===== config.mk =====
export PLATFORM = sky130hd
export DESIGN_NAME = wb_commit_queue
export DESIGN_NICKNAME = d
export VERILOG_FILES = /design/src/rtl/wb_commit_queue_pkg.sv /design/src/rtl/wbq_fifo.sv /design/src/rtl/wb_commit_queue.sv
export SDC_FILE = /design/constraint.sdc
export NUM_CORES = 1
export LEC_CHECK = 0
export ABC_AREA = 1
export ABC_CLOCK_PERIOD_IN_PS = 6050
export BUFFER_PORTS_ARGS = -buffer_cell sky130_fd_sc_hd__buf_2
export CORE_AREA = 2 2 151 153
export CTS_CLUSTER_DIAMETER = 200
export DETAILED_ROUTE_END_ITERATION = 10
export DIE_AREA = 0 0 153 155
export PLACE_DENSITY = 0.72
export REMOVE_ABC_BUFFERS = 1
export SETUP_SLACK_MARGIN = 0.5
export SYNTH_ARGS = -nofsm -noshare
export SYNTH_HDL_FRONTEND = slang
export SYNTH_SLANG_ARGS = --single-unit

===== constraint.sdc =====
create_clock -name clk -period 6.05 [get_ports clk]
set_input_delay 1.21 -clock clk [delete_from_list [all_inputs] [get_ports clk]]
set_output_delay 1.21 -clock clk [all_outputs]
set_load 0.02 [all_outputs]

===== src/rtl/wb_commit_queue_pkg.sv =====
// Shared widths and entry layout for the write-back commit queue.
package wb_commit_queue_pkg;

    localparam int REG_NUM      = 5;   // register index width
    localparam int COMMON_WIDTH = 32;  // datapath width
    localparam int WBQ_DEPTH    = 4;   // default queue depth

    // One pending register-file write.
    typedef struct packed {
        logic [REG_NUM-1:0]      rd;
        logic [COMMON_WIDTH-1:0] data;
    } wbq_entry_t;

    // Width of an occupancy counter that must hold 0..depth inclusive.
    function automatic int wbq_cnt_w(input int depth);
        return $clog2(depth + 1);
    endfunction

endpackage


===== src/rtl/wbq_fifo.sv =====
// Dual-write, single-read circular buffer.
// wr1 is only meaningful together with wr0; it lands one slot after wr0.
module wbq_fifo #(
    parameter int DEPTH = 4,
    parameter int W     = 37,
    parameter int CNT_W = $clog2(DEPTH + 1)
) (
    input  logic             clk,
    input  logic             rst,
    input  logic             wr0_en,
    input  logic [W-1:0]     wr0_data,
    input  logic             wr1_en,
    input  logic [W-1:0]     wr1_data,
    input  logic             rd_en,
    output logic [W-1:0]     head,
    output logic [CNT_W-1:0] count
);

    localparam int PTR_W = $clog2(DEPTH);

    logic [W-1:0]     mem [DEPTH];
    logic [PTR_W-1:0] head_ptr;
    logic [PTR_W-1:0] tail_ptr;
    logic [PTR_W-1:0] tail_nxt1;
    logic [1:0]       n_wr;

    // Power-of-two depth, so pointer arithmetic wraps by truncation.
    assign tail_nxt1 = tail_ptr + PTR_W'(1);
    assign n_wr      = {1'b0, wr0_en} + {1'b0, wr1_en};
    assign head      = mem[head_ptr];

    // Storage: contents are don't-care after reset, so no reset here.
    always_ff @(posedge clk) begin
        if (wr0_en) mem[tail_ptr]  <= wr0_data;
        if (wr1_en) mem[tail_nxt1] <= wr1_data;
    end

    // Pointers and occupancy; push and pop may coincide.
    always_ff @(posedge clk or posedge rst) begin
        if (rst) begin
            head_ptr <= '0;
            tail_ptr <= '0;
            count    <= '0;
        end else begin
            tail_ptr <= tail_ptr + PTR_W'(n_wr);
            if (rd_en) head_ptr <= head_ptr + PTR_W'(1);
            count    <= count + CNT_W'(n_wr) - CNT_W'(rd_en);
        end
    end

endmodule


===== src/rtl/wb_commit_queue.sv =====
// Write-back commit queue: merges EX and MEM results into the single
// register-file write port, one write per cycle, strictly in order.
module wb_commit_queue
    import wb_commit_queue_pkg::*;
#(
    parameter int DEPTH  = WBQ_DEPTH,
    parameter int REG_W  = REG_NUM,
    parameter int DATA_W = COMMON_WIDTH,
    localparam int CNT_W = $clog2(DEPTH + 1)
) (
    input  logic              clk,
    input  logic              rst,
    input  logic              ex_valid,
    input  logic [REG_W-1:0]  ex_rd,
    input  logic [DATA_W-1:0] ex_data,
    input  logic              mem_valid,
    input  logic [REG_W-1:0]  mem_rd,
    input  logic [DATA_W-1:0] mem_data,
    output logic              wbq_stall,
    output logic [CNT_W-1:0]  wbq_count,
    output logic [REG_W-1:0]  reg_write,
    output logic [DATA_W-1:0] data_write
);

    localparam int ENT_W = REG_W + DATA_W;

    logic              acc_ex;
    logic              acc_mem;
    logic              wr0_en;
    logic              wr1_en;
    logic [ENT_W-1:0]  wr0_data;
    logic [ENT_W-1:0]  wr1_data;
    logic [ENT_W-1:0]  head;
    logic [REG_W-1:0]  head_rd;
    logic [DATA_W-1:0] head_data;
    logic              dup;
    logic              pop;
    logic [REG_W-1:0]  last_rd;
    logic [DATA_W-1:0] last_data;

    // Two free slots are always kept so a dual accept can never overflow.
    assign wbq_stall = (CNT_W'(DEPTH) - wbq_count) < CNT_W'(2);

    // r0 is hardwired, so its results never occupy a slot.
    assign acc_mem = mem_valid && (mem_rd != '0) && !wbq_stall;
    assign acc_ex  = ex_valid  && (ex_rd  != '0) && !wbq_stall;

    // Compact accepted results into wr0/wr1; MEM is older, so it goes first.
    always_comb begin
        wr0_en   = acc_mem || acc_ex;
        wr1_en   = acc_mem && acc_ex;
        wr0_data = acc_mem ? {mem_rd, mem_data} : {ex_rd, ex_data};
        wr1_data = {ex_rd, ex_data};
    end

    wbq_fifo #(
        .DEPTH (DEPTH),
        .W     (ENT_W),
        .CNT_W (CNT_W)
    ) u_fifo (
        .clk      (clk),
        .rst      (rst),
        .wr0_en   (wr0_en),
        .wr0_data (wr0_data),
        .wr1_en   (wr1_en),
        .wr1_data (wr1_data),
        .rd_en    (pop),
        .head     (head),
        .count    (wbq_count)
    );

    assign head_rd   = head[ENT_W-1 -: REG_W];
    assign head_data = head[DATA_W-1:0];

    // The register file only reacts to port changes: an identical write right
    // after the previous one would be invisible, so insert a one-cycle bubble.
    assign dup = (reg_write != '0) && (head_rd == last_rd) && (head_data == last_data);
    assign pop = (wbq_count != '0) && !dup;

    // Present the head for exactly one cycle; data holds while idle.
    always_ff @(posedge clk or posedge rst) begin
        if (rst) begin
            reg_write  <= '0;
            data_write <= '0;
            last_rd    <= '0;
            last_data  <= '0;
        end else if (pop) begin
            reg_write  <= head_rd;
            data_write <= head_data;
            last_rd    <= head_rd;
            last_data  <= head_data;
        end else begin
            reg_write  <= '0;
        end
    end

    // Upstream must not offer results while stalled; such results are dropped.
    always_ff @(posedge clk) begin
        if (!rst) assert (!(wbq_stall && (ex_valid || mem_valid)));
    end

endmodule


==> results.py <==
metrics = {
    "status": {
        "status": "finished clean",
    },
    "grt": {
        "grt_pass1_wl_mm": 46.4,
        "grt_pass1_vias": 8807,
        "grt_overflow": 0,
        "grt_max_degree": 77,
        "track_usage": 0.249,
        "antenna_found_initial": 0,
    },
    "placement": {
        "dp_hpwl_mm": 18.5,
        "portBuffers": 118,
        "routabilityCongestion": 0.890,
    },
    "clock_network": {
        "postCtsSetupBuffers": 0,
        "cts_tree": "done",
        "cts-buffers-inserted": 17,
        "cts_resized": 0,
        "cts.sinks": 197,
        "htreeDepth": 4,
        "cts_buffer_depth": 2,
        "holdBufCountCts": 0,
        "clkTransAtPathRegs_ns": 0.07,
        "worstSkewPairLatency_ns": 0.44,
        "ctsRootBufferMaster": "clkbuf_16",
    },
    "yosys": {
        "ys_async_sr_fraction": 0.249,
        "syn_area_per_cell_um2": 8.38,
        "seq_area_frac_synth": 0.525,
        "ys_warn_count": 0,
        "synth-main-ff-cell": "edfxtp_1",
        "ys_top_cells_by_count": "nand2_1, o21ai_0, edfxtp_1",
        "syn-instance-count": 1290,
        "netlist_area_um2": 10800,
        "yosysMostFrequentCell": "nand2_1",
        "synth-seq-cells": 197,
        "netlist_top_cells_area": "edfxtp_1, nand2_1, dfrtp_1, o21ai_0, nand3_1",
        "yosysTopAreaCell": "edfxtp_1",
        "synth_edf_count": 148,
        "synth_top_area_share": 0.411,
        "synth_cell_types": 31,
    },
    "floorplanning": {
        "rows": 55,
        "die_y_um": 155,
        "core_um2": 22200,
        "start_util": 0.486,
        "boundaryPins": 119,
        "die-area_um2": 23700,
        "die_x_um": 153,
    },
    "worst_hold_path": {
        "whs_path_depth": 2,
        "hold_path_startpoint": "last_rd[3]",
        "holdPathEnd": "last_rd[3]",
        "hold_path.class": "reg -> reg",
    },
    "worst_setup_path": {
        "crit_path_cell_trace": "inv_1 > ha_1 > ha_1 > inv_1 > nor2_1 > nor2_1 > nand2_2 > buf_4 > ha_1 > o31ai_4 > buf_4",
        "crit_arrival_ns": 3.94,
        "crit_fanout": 39,
        "reg2reg_depth": 11,
        "critical_path.max_stage_delay_ns": 1.02,
        "crit_type": "reg -> reg",
        "worstPathRequired_ns": 6.16,
        "crit_top_cell": "ha_1",
        "r2r_end": "u_fifo.mem[0][19]",
        "cp_slowest_cell": "o31ai_4",
        "end_kind": "flip-flop",
        "rrSetupSlack_ns": 2.22,
        "r2r_start": "u_fifo.count[0]",
        "start_kind": "flip-flop",
    },
    "power_and_ir_drop": {
        "cellPowerDensity_nw_per_um2": 622,
        "p_leak_nw": 5.32,
        "peakVddDrop_mv": 0.285,
    },
    "cells_and_area": {
        "n_fill_cell": 2049,
        "diodes": 0,
        "area_growth_pct": 12.7,
        "fin_nets": 1461,
        "seq_area_um2": 5670,
        "fin_util": 0.548,
        "multi_input_area_um2": 4510,
        "drive_above_1_share": 0.135,
    },
    "timing": {
        "setup_viol": 0,
        "clock_skew_ns": 0.0197,
        "hold_viol": 0,
        "finalCritPeriodShare": 0.633,
        "relSlewSlack": 0.172,
        "slew_viol_final": 0,
        "clock.fmax_mhz": 261,
        "tightest_slew_ns": 1.24,
        "grt_setup_unrepaired": "false",
        "hold_ws_ns": 0.494,
        "min_period_ns": 3.83,
    },
    "detailed_routing": {
        "ant_nets": 0,
        "routed-via-count": 9077,
        "met2_wirelength_mm": 14.3,
        "wl_mm": 29.0,
        "initialDrtViolationCount": 902,
        "viasPerCell": 5.43,
        "drt_pass1_iterations": 5,
        "met3_length_mm": 2.01,
        "wire_per_inst_um": 17.3,
        "drc": 0,
        "wl_met1_mm": 12.0,
        "highest_layer": "met4",
    },
    "flow_run": {
        "maxCapViolCount": 0,
    },
}
==> final cells by class <==
cell class	instances	area share
inverter	82	0.0255
sequential	197	0.466
timing repair buffer	133	0.0577
multi-input combinational	943	0.371
tap	285	0.0293
clock inverter	13	0.0148
clock buffer	19	0.0364
==> how the worst max path moves through the flow <==
stage | cells after the start | startpoint | slack (ns) | to
after detailed placement | 8 | mem_valid | 1.82 | u_fifo.mem[0][7]
after CTS | 16 | u_fifo.count[0] | 2.18 | u_fifo.mem[2][35]
after floorplan | 10 | mem_valid | -1.05 | u_fifo.mem[2][0]
after global placement | 8 | mem_valid | 1.86 | u_fifo.mem[0][3]
final | 11 | u_fifo.count[0] | 2.22 | u_fifo.mem[0][19]
after global routing | 16 | u_fifo.count[0] | 1.95 | u_fifo.mem[2][24]
==> kinds of logic (layout without fill, tap and decap cells) <==
kind of cell	count (synthesis)	count (layout)	synth area share
compound gates	157	157	0.0747
fa+ha+maj	9	9	0.0111
mux	34	34	0.0315
flops	197	197	0.525
xor+xnor	6	6	0.00486
buf+inv	150	247	0.0653
simple gates	737	737	0.288
==> metrics by stage <==
stage	worst slack (ns)	setup TNS (ns)	cell area (um^2)	std cells	total power, mW
6_report	2.22	0	12200	1672	7.57
3_3_place_gp	1.86	0	11600	1640	6.22
5_1_grt	1.95	0	12200	1672	8.15
2_1_floorplan	-1.05	-106.39	10400	1222	5.16
3_5_place_dp	1.82	0	11600	1640	6.36
4_1_cts	2.18	0	12200	1672	7.58
==> sequential cells by signal, indices dropped and copies added (netlist names) <==
name / flops
u_fifo.tail_ptr: 2
u_fifo.head_ptr: 2
last_data: 32
reg_write: 5
last_rd: 5
u_fifo.count: 3
u_fifo.mem: 148
==> critical path: cells and delay by family (launching register included) <==
family / cells / cell delay (ns)
AO/OA/AOI/OAI: 1 / 1.02
AND/OR/NAND/NOR: 3 / 0.29
adder cells (fa/ha/maj): 3 / 0.89
buffers and inverters: 4 / 0.92
flip-flops: 1 / 0.35
==> power breakdown <==
group | internal, mW | switching (mW) | leakage (nW) | total [mW]
logic | 1.16 | 2.57 | 3.07 | 3.73
clock network | 0.703 | 0.514 | 0.301 | 1.22
registers | 2.32 | 0.312 | 1.95 | 2.63
total | 4.18 | 3.39 | 5.32 | 7.57
==> per-layer routing <==
| metal | up-vias | track usage |
|---|---|---|
| li1 | 4451 | - |
| met1 | 4182 | 0.328 |
| met2 | 387 | 0.423 |
| met3 | 57 | 0.0348 |
| met4 | 0 | 0.0882 |
| met5 | - | 0 |
==> cell usage in the layout (no fill, tap or decap), drive strengths merged, types with 2 or more instances in the layout <==
| cell | Yosys | routed |
|---|---|---|
| edfxtp | 148 | 148 |
| nand3b | 24 | 24 |
| mux2i | 34 | 34 |
| xnor2 | 2 | 2 |
| ha | 8 | 8 |
| o31ai | 2 | 2 |
| nand4 | 9 | 9 |
| xor2 | 4 | 4 |
| nand3 | 135 | 135 |
| o21ai | 153 | 153 |
| nor2 | 41 | 41 |
| clkbuf | 32 | 19 |
| inv | 82 | 83 |
| buf | 36 | 133 |
| and2 | 3 | 3 |
| dfrtp | 49 | 49 |
| nor3 | 2 | 2 |
| nand2 | 520 | 520 |
| bufinv | 0 | 4 |
| clkinv | 0 | 6 |
| clkinvlp | 0 | 2 |
(Power assumes the default switching activity.)
